## src/rtl/fixed_sqrt_if.sv

```systemverilog
// Ready/valid handshake bundle for the fixed-point square-root unit.
interface fixed_sqrt_if #(
  parameter int unsigned NBITS = 8
);
  logic [NBITS-1:0] A;
  logic             iValid;
  logic             iReady;
  logic [NBITS-1:0] result;
  logic             oValid;
  logic             oReady;

  modport master (output A, iValid, oReady, input iReady, result, oValid);
  modport slave  (input A, iValid, oReady, output iReady, result, oValid);
endinterface

```

## src/rtl/fixed_sqrt.sv

```systemverilog
// Sequential restoring square root: result = min(floor(sqrt(A) * 2^F), 2^NBITS-1),
// one root digit per clock, ready/valid on both sides.
module fixed_sqrt #(
  parameter int unsigned NBITS          = 8,
  parameter int unsigned HALF_PRECISION = 5
) (
  input logic         clock,
  input logic         reset,
  fixed_sqrt_if.slave bus
);
  localparam int unsigned W    = NBITS + 2 * HALF_PRECISION;
  localparam int unsigned K    = (W + 1) / 2;
  localparam int unsigned RADW = 2 * K;
  localparam int unsigned RW   = K + 2;
  localparam int unsigned CW   = (K > 1) ? $clog2(K) : 1;

  typedef enum logic [1:0] {IDLE, BUSY, DONE} state_t;

  state_t          state, state_nxt;
  logic [RADW-1:0] rad;
  logic [K-1:0]    root, root_nxt;
  logic [RW-1:0]   rem, rem_nxt;
  logic [CW-1:0]   cnt;
  logic            iready_nxt, ovalid_nxt;
  logic [RW+1:0]   rem_sh_c;
  logic [RW+1:0]   trial_c;
  logic            ge_c;
  logic [NBITS-1:0] sat_c;

  // State register
  always_ff @(posedge clock) begin
    if (!reset) state <= IDLE;
    else        state <= state_nxt;
  end

  // Next-state logic
  always_comb begin
    state_nxt = state;
    case (state)
      IDLE:    if (bus.iValid) state_nxt = BUSY;
      BUSY:    if (cnt == '0)  state_nxt = DONE;
      DONE:    if (bus.oReady) state_nxt = IDLE;
      default: state_nxt = IDLE;
    endcase
  end

  // Handshake outputs decoded from the next state, then registered
  always_comb begin
    iready_nxt = 1'b0;
    ovalid_nxt = 1'b0;
    if (state_nxt == IDLE) iready_nxt = 1'b1;
    if (state_nxt == DONE) ovalid_nxt = 1'b1;
  end

  always_ff @(posedge clock) begin
    if (!reset) begin
      bus.iReady <= 1'b1;
      bus.oValid <= 1'b0;
    end else begin
      bus.iReady <= iready_nxt;
      bus.oValid <= ovalid_nxt;
    end
  end

  // One restoring iteration: bring down two radicand bits, try (root<<2)|1
  always_comb begin
    rem_sh_c = {rem, rad[RADW-1 -: 2]};
    trial_c  = (RW + 2)'({root, 2'b01});
    ge_c     = (rem_sh_c >= trial_c);
    rem_nxt  = ge_c ? RW'(rem_sh_c - trial_c) : RW'(rem_sh_c);
    root_nxt = (root << 1) | K'(ge_c);
  end

  // Saturate the root only when it can be wider than the result
  generate
    if (K > NBITS) begin : g_sat
      assign sat_c = (|root_nxt[K-1:NBITS]) ? '1 : root_nxt[NBITS-1:0];
    end else begin : g_nosat
      assign sat_c = NBITS'(root_nxt);
    end
  endgenerate

  always_ff @(posedge clock) begin
    if (!reset) begin
      rad        <= '0;
      root       <= '0;
      rem        <= '0;
      cnt        <= '0;
      bus.result <= '0;
    end else begin
      case (state)
        IDLE: if (bus.iValid) begin
          rad  <= RADW'(bus.A) << (2 * HALF_PRECISION);
          root <= '0;
          rem  <= '0;
          cnt  <= CW'(K - 1);
        end
        BUSY: begin
          rad  <= rad << 2;
          root <= root_nxt;
          rem  <= rem_nxt;
          cnt  <= cnt - CW'(1);
          if (cnt == '0) bus.result <= sat_c;
        end
        default: ;
      endcase
    end
  end
endmodule

```

## src/flat_wrapper.sv

```systemverilog
// flat-port wrapper written by rule: the top's interface ports become plain ports
module fixed_sqrt_flat 
#(
  parameter int unsigned NBITS          = 8,
  parameter int unsigned HALF_PRECISION = 5
)
  (clock, reset, bus_A, bus_iValid, bus_oReady, bus_iReady, bus_result, bus_oValid);
  fixed_sqrt_if #(.NBITS(NBITS)) bus_i ();
  input logic clock;
  input logic reset;
  input wire logic [$bits(bus_i.A)-1:0] bus_A;
  input wire logic [$bits(bus_i.iValid)-1:0] bus_iValid;
  input wire logic [$bits(bus_i.oReady)-1:0] bus_oReady;
  output wire logic [$bits(bus_i.iReady)-1:0] bus_iReady;
  output wire logic [$bits(bus_i.result)-1:0] bus_result;
  output wire logic [$bits(bus_i.oValid)-1:0] bus_oValid;
  assign bus_i.A = bus_A;
  assign bus_i.iValid = bus_iValid;
  assign bus_i.oReady = bus_oReady;
  assign bus_iReady = bus_i.iReady;
  assign bus_result = bus_i.result;
  assign bus_oValid = bus_i.oValid;
  fixed_sqrt #(.NBITS(NBITS), .HALF_PRECISION(HALF_PRECISION)) u_core (.clock(clock), .reset(reset), .bus(bus_i));
endmodule
```

## config.mk

```make
export PLATFORM = sky130hd
export DESIGN_NAME = fixed_sqrt_flat
export DESIGN_NICKNAME = d
export VERILOG_FILES = /design/src/rtl/fixed_sqrt_if.sv /design/src/rtl/fixed_sqrt.sv /design/src/flat_wrapper.sv
export SDC_FILE = /design/constraint.sdc
export NUM_CORES = 1
export LEC_CHECK = 0
export ABC_AREA = 1
export CAP_MARGIN = 25
export CORE_MARGIN = 3
export CORE_UTILIZATION = 48
export CTS_CLUSTER_SIZE = 25
export DETAILED_ROUTE_END_ITERATION = 10
export GPL_ROUTABILITY_DRIVEN = 0
export PLACE_DENSITY = 0.68
export SETUP_SLACK_MARGIN = 0.3
export SYNTH_ARGS = -nofsm -noshare
export SYNTH_HDL_FRONTEND = slang
export SYNTH_SLANG_ARGS = --single-unit
```

## constraint.sdc

```tcl
create_clock -name clock -period 2.3 [get_ports clock]
set_input_delay 0.345 -clock clock [delete_from_list [all_inputs] [get_ports clock]]
set_output_delay 0.345 -clock clock [all_outputs]
set_load 0.05 [all_outputs]
```

# Word-level counts from Yosys, hierarchy flattened
# Index checks and enable logic that the tools add are counted.
# word_totals
reg_bits	54
in_bits	12
output_inout_bits	10
elab_cells	38
# op_classes
add_sub_neg	2
magnitude_cmp	1
n_eq_ne	4
mux	16
bitwise	1
n_reduce_logical	6
# op_table
operator	count
18-bit one-hot mux with 2 select lines	1
11-bit 2-to-1 mux	2
11-bit one-hot mux with 2 select lines	1
18-bit 2-to-1 mux	1
9-bit one-hot mux with 2 select lines	1
13-bit by 11-bit greater-or-equal comparator with 1-bit output	1
11-bit subtractor	1
9-bit 2-to-1 mux	1
9-bit by 1-bit OR with 9-bit output	1
8-bit 2-to-1 mux	1
4-bit one-hot mux with 2 select lines	1
2-bit 2-to-1 mux	3
2-bit one-hot mux with 3 select lines	1
2-bit == test, second input constant	2
2-bit zero test	2
4-bit zero test	1
4-bit 2-to-1 mux	1
2-bit AND reduction	2
4-bit by 1-bit subtractor with 4-bit output, second input constant	1
2-bit by 1-bit == test with 1-bit output, second input constant	1
1-bit 2-to-1 mux	2
2-bit inequality test, second input constant	1
2-bit nonzero test	1

# Depth between registers and ports, before layout
# depth
depth_word	5
mapped_depth	12
ltp_nobuf	12

# Worst setup path after synthesis
# No wires, ideal clock.
# synth_path
kind	register -> register
start	reg u_core.root[7]
end	reg u_core.rem[9]
setup_ps	132
arrival_time_ps	1558
required_ps	2168
slack_ps	610
stages_incl_launch_ff	11
path_buffers	1
period_less_slack_ps	1690
path_cell_list	dfxtp_1 > inv_1 > ha_1 > nand2_1 > nor3_2 > nand4_2 > nand3_2 > buf_6 > nand3_2 > nand3_2 > a21oi_2
# synth_via
elab_chain_len	3
elab_cells_between_ends	4
classes_between	add/sub (1); order compare (1); mux (2)
# synth_rtl
element	line	source
start, declared	fixed_sqrt.sv:21	logic [K-1:0] root, root_nxt;
start signal, assigned	fixed_sqrt.sv:100	root <= root_nxt;
11-bit subtractor or 13-bit by 11-bit greater-or-equal comparator with 1-bit output (tied branches)	fixed_sqrt.sv:70, fixed_sqrt.sv:69	
11-bit 2-to-1 mux *	fixed_sqrt.sv:70	rem_nxt = ge_c ? RW'(rem_sh_c - trial_c) : RW'(rem_sh_c);
11-bit one-hot mux with 2 select lines *	fixed_sqrt.sv:91	case (state)
end signal, assigned	fixed_sqrt.sv:101	rem <= rem_nxt;
end, declared	fixed_sqrt.sv:22	logic [RW-1:0] rem, rem_nxt;
# Mark *: on every way between the ends. The rest lies on a longest branch, timed or not.
# A chain may end at the register's enable or synchronous reset.

# Worst setup path in the final report
# layout_path
start	reg u_core.root[7]
end	reg u_core.rem[8]
# layout_via
elab_chain_len	3
# layout_rtl
element	line	source
13-bit by 11-bit greater-or-equal comparator with 1-bit output	fixed_sqrt.sv:69	ge_c = (rem_sh_c >= trial_c);
11-bit 2-to-1 mux	fixed_sqrt.sv:70	
11-bit one-hot mux with 2 select lines	fixed_sqrt.sv:91	
# No other way between the ends.

==> results by group <==
Status
  – Status: finished clean

Worst setup path
  – Worst path arrival time: 2.12 ns
  – Slowest stage cell, crit path: dfxtp_2
  – WP buf/inv: 2
  – Start point of the critical path: u_core.root[7]$_SDFFE_PN0P_
  – Slowest Stage Delay on Critical Path: between 0.3 and 0.4 ns
  – Stages on the worst setup path: 9
  – Startpoint Class: flip-flop
  – RR Endpoint: u_core.rem[8]$_SDFFE_PN0P_
  – End of the critical path: u_core.rem[8]$_SDFFE_PN0P_
  – Crit end category: flip-flop
  – Required @ worst endpoint: about 2.5 ns
  – Worst Reg-to-Reg Cells: 9
  – Crit-path max FO: 6
  – CP Class: reg2reg
  – Reg-to-Reg Start: u_core.root[7]$_SDFFE_PN0P_
  – Crit path max-delay family: simple AND/OR/NAND/NOR gates
  – Crit-path cells: inv_1 -> ha_4 -> nand2_2 -> nor3_4 -> nand4_4 -> buf_8 -> nand4_1 -> nand3_1 -> a21oi_1
  – Reg2Reg Setup Slack: ~0.4 ns

Die
  – Row count: 26
  – Die ar.: ~6500 µm²
  – Starting Density: roughly half
  – DIE WIDTH: 80.6 µm
  – Core area: 5240 µm²
  – I/O pin total: 22
  – Die height: 80.6 µm

Timing
  – Highest clock rate: around 530 MHz
  – Clock skew: ~0.0043 ns
  – Setup ws final: about 0.4 ns
  – Setup Viol. Count Final: 0
  – Worst Tran Pin Value: between 0.5 and 0.6 ns
  – Final min period: around 1.9 ns
  – Max Slew Vio Count: 0
  – Fin Setup TNS: 0 ns
  – Tcrit/Tclk final: roughly 83%
  – Final hold violation count: 0
  – Slew HR: 66.4%
  – RSZ-0062 raised after global routing: false

Finish
  – Final core occ: 61.5%
  – Nets: roughly 420
  – Fillers: approximately 500
  – Synth-to-layout area growth: 20.7%
  – Layout cells sized above 1: a little under a quarter
  – Commonest non-fill, non-tap cell in the layout: nand2_1
  – Antenna Cells: 0
  – Commonest cells after routing, fill and taps aside: 82 x nand2_1, 46 x inv_1, 42 x dfxtp_1, 30 x a21oi_1, 21 x clkdlybuf4s50_1

Routing
  – DRT iter0 DRCs: 169
  – DR vias: between 2000 and 2500
  – Drt total wl: 6.25 mm
  – Via-per-instance ratio: roughly 5.0
  – DR pass1 iterations: 4
  – Residual DRC: 0
  – Wirelength per Cell: around 13 µm
  – Detail Route Antenna Nets: 0

GRT
  – Vias in the first global route: 2155
  – Pin count of the biggest net entering global routing: 23
  – Global-route usage over all layers: about a fifth
  – Initial antenna violation count: 0
  – Grt total ovfl: 0
  – First-pass GRT wire length: 10.2 mm

Yosys
  – Netlist cell types: 34
  – Synth Register Bits: 44
  – Register area share after synthesis: about a third
  – Synth Instances: between 300 and 400
  – Share of Yosys cell area claimed by the top area cell type: around 33%
  – Dominant cell type by area after synthesis: dfxtp_1
  – Cell Area, Synth: around 2700 µm²
  – Yosys synthesis warning count: 0
  – Average cell area after synthesis: 7.29 µm²
  – Syn nets: a little under 400
  – Synth top area cells: dfxtp_1 33%, nand2_1 12%, inv_1 6.5%

CTS
  – CTS tree: done
  – Buffers from clock root to sink, at most: 2
  – Worst skew pair latency: a little under 0.3 ns
  – CTS sink count: 44
  – CTS HTree Levels: 2
  – Number of buffers created by CTS: 5
  – CTS Root Cell: clkbuf_8
  – Clock Pin Slew Worst Setup and Hold Paths: around 0.080 ns
  – CTS Hold Bufs: 0

Power
  – Clock share of power: a little over a tenth
  – Pwr dens: approximately 1600 nW/µm²
  – Sequential cell fraction of total power: between 10% and 20%
  – Worst VDD drop: about 0.82 mV
  – Internal power: 2.65 mW
  – Overall power: between 5 and 6 mW
  – Leakage power: around 1.3 nW
  – Sw frac: around half
  – Psw: between 2 and 3 mW
  – Combinational share of power: between 60% and 70%

Flow run
  – Max-cap violations: 0

Placement
  – Pre-CTS setup slack: about 0.24 ns
  – Hpwl dp: roughly 4.2 mm
  – Port Buf Inserts: 21

Worst hold path
  – Hold Crit Class: reg2reg
kinds of logic after synthesis:
kind of cell / share of synthesized area (%)
compound gates: 14.8
fa+ha+maj: 6.10
buf+inv: 12.2
flops: 33.0
simple gates: 32.6
xor+xnor: 1.31
area by class of cell:
| class | instances | area, µm² | share of cell area [%] |
|---|---|---|---|
| clock buffer | 6 | 72.6 | 2.25 |
| sequential | 44 | 883 | 27.4 |
| tap | 70 | 87.6 | 2.72 |
| clock inverter | 2 | 35.0 | 1.09 |
| multi-input combinational | 253 | 1600 | 49.8 |
| timing repair buffer | 33 | 333 | 10.3 |
| inverter | 55 | 206 | 6.41 |
worst min path at each step:
stage	cells past startpoint	start	to
after floorplan	1	u_core.cnt[0]$_SDFFE_PN0P_	u_core.cnt[0]$_SDFFE_PN0P_
after global placement	1	u_core.cnt[0]$_SDFFE_PN0P_	u_core.cnt[0]$_SDFFE_PN0P_
after detailed placement	1	u_core.cnt[0]$_SDFFE_PN0P_	u_core.cnt[0]$_SDFFE_PN0P_
after CTS	1	u_core.cnt[0]$_SDFFE_PN0P_	u_core.cnt[0]$_SDFFE_PN0P_
after global routing	2	u_core.root[8]$_SDFFE_PN0P_	u_core.root[8]$_SDFFE_PN0P_
final	2	u_core.cnt[1]$_SDFFE_PN0P_	u_core.cnt[1]$_SDFFE_PN0P_
registers in the layout (all words and copies together) (netlist names):
name               cells
u_core.bus.iReady      1
u_core.bus.oValid      1
u_core.bus.result      8
u_core.cnt             4
u_core.rad             8
u_core.rem            11
u_core.root            9
u_core.state           2
per-stage QoR:
stage | std cells | hold slack, ns | area [µm²]
6_report | 463 | 0.462 | 3220
4_1_cts | 459 | 0.464 | 3030
5_1_grt | 463 | 0.491 | 3220
3_3_place_gp | 451 | 0.443 | 2910
2_1_floorplan | 366 | 0.426 | 2670
3_5_place_dp | 451 | 0.452 | 2910
worst reg2reg max path: cells and delay by family (launching register included):
family / cells / cell delay (ns)
simple gates: 5 / 0.72
flops: 1 / 0.37
fa+ha+maj: 1 / 0.30
buf+inv: 2 / 0.28
compound gates: 1 / 0.14
repair_timing:
action,in CTS,in global routing
endpoints found under the hold margin,0,0
gates cloned,0,2
pin swaps,0,4
setup buffers,0,2
resized for setup,1,25
setup endpoints to repair,11,11
Yosys cell counts (all sizes together):
library cell	number
xor2	1
nor2	28
o21ai	13
ha	13
nand4	15
nand2	98
or2	1
clkbuf	5
o21bai	2
xnor2	3
o21a	3
dfxtp	44
a21oi	42
nand3b	1
a211oi	1
a22oi	2
a31oi	1
buf	10
inv	55
nor3	2
nand3	26
routing by layer:
| metal | track usage, % | up-vias | share of wire (%) |
|---|---|---|---|
| met4 | 6.59 | 0 | 2.1 |
| met2 | 29.6 | 53 | 45 |
| met3 | 3.03 | 14 | 4.8 |
| met5 | 0 | - | 0 |
| li1 | - | 1228 | - |
| met1 | 29.1 | 1041 | 48 |
power by group through the flow:
stage,logic [mW],clock network [mW],registers (mW)
6_report,3.65,0.577,1.01
3_5_place_dp,2.68,0,0.974
2_1_floorplan,2.59,0,1.04
4_1_cts,3.11,0.589,0.982
3_3_place_gp,3.61,0,1.02
5_1_grt,4.05,0.632,1.02
Note: power is estimated with default switching activity, not from simulation.
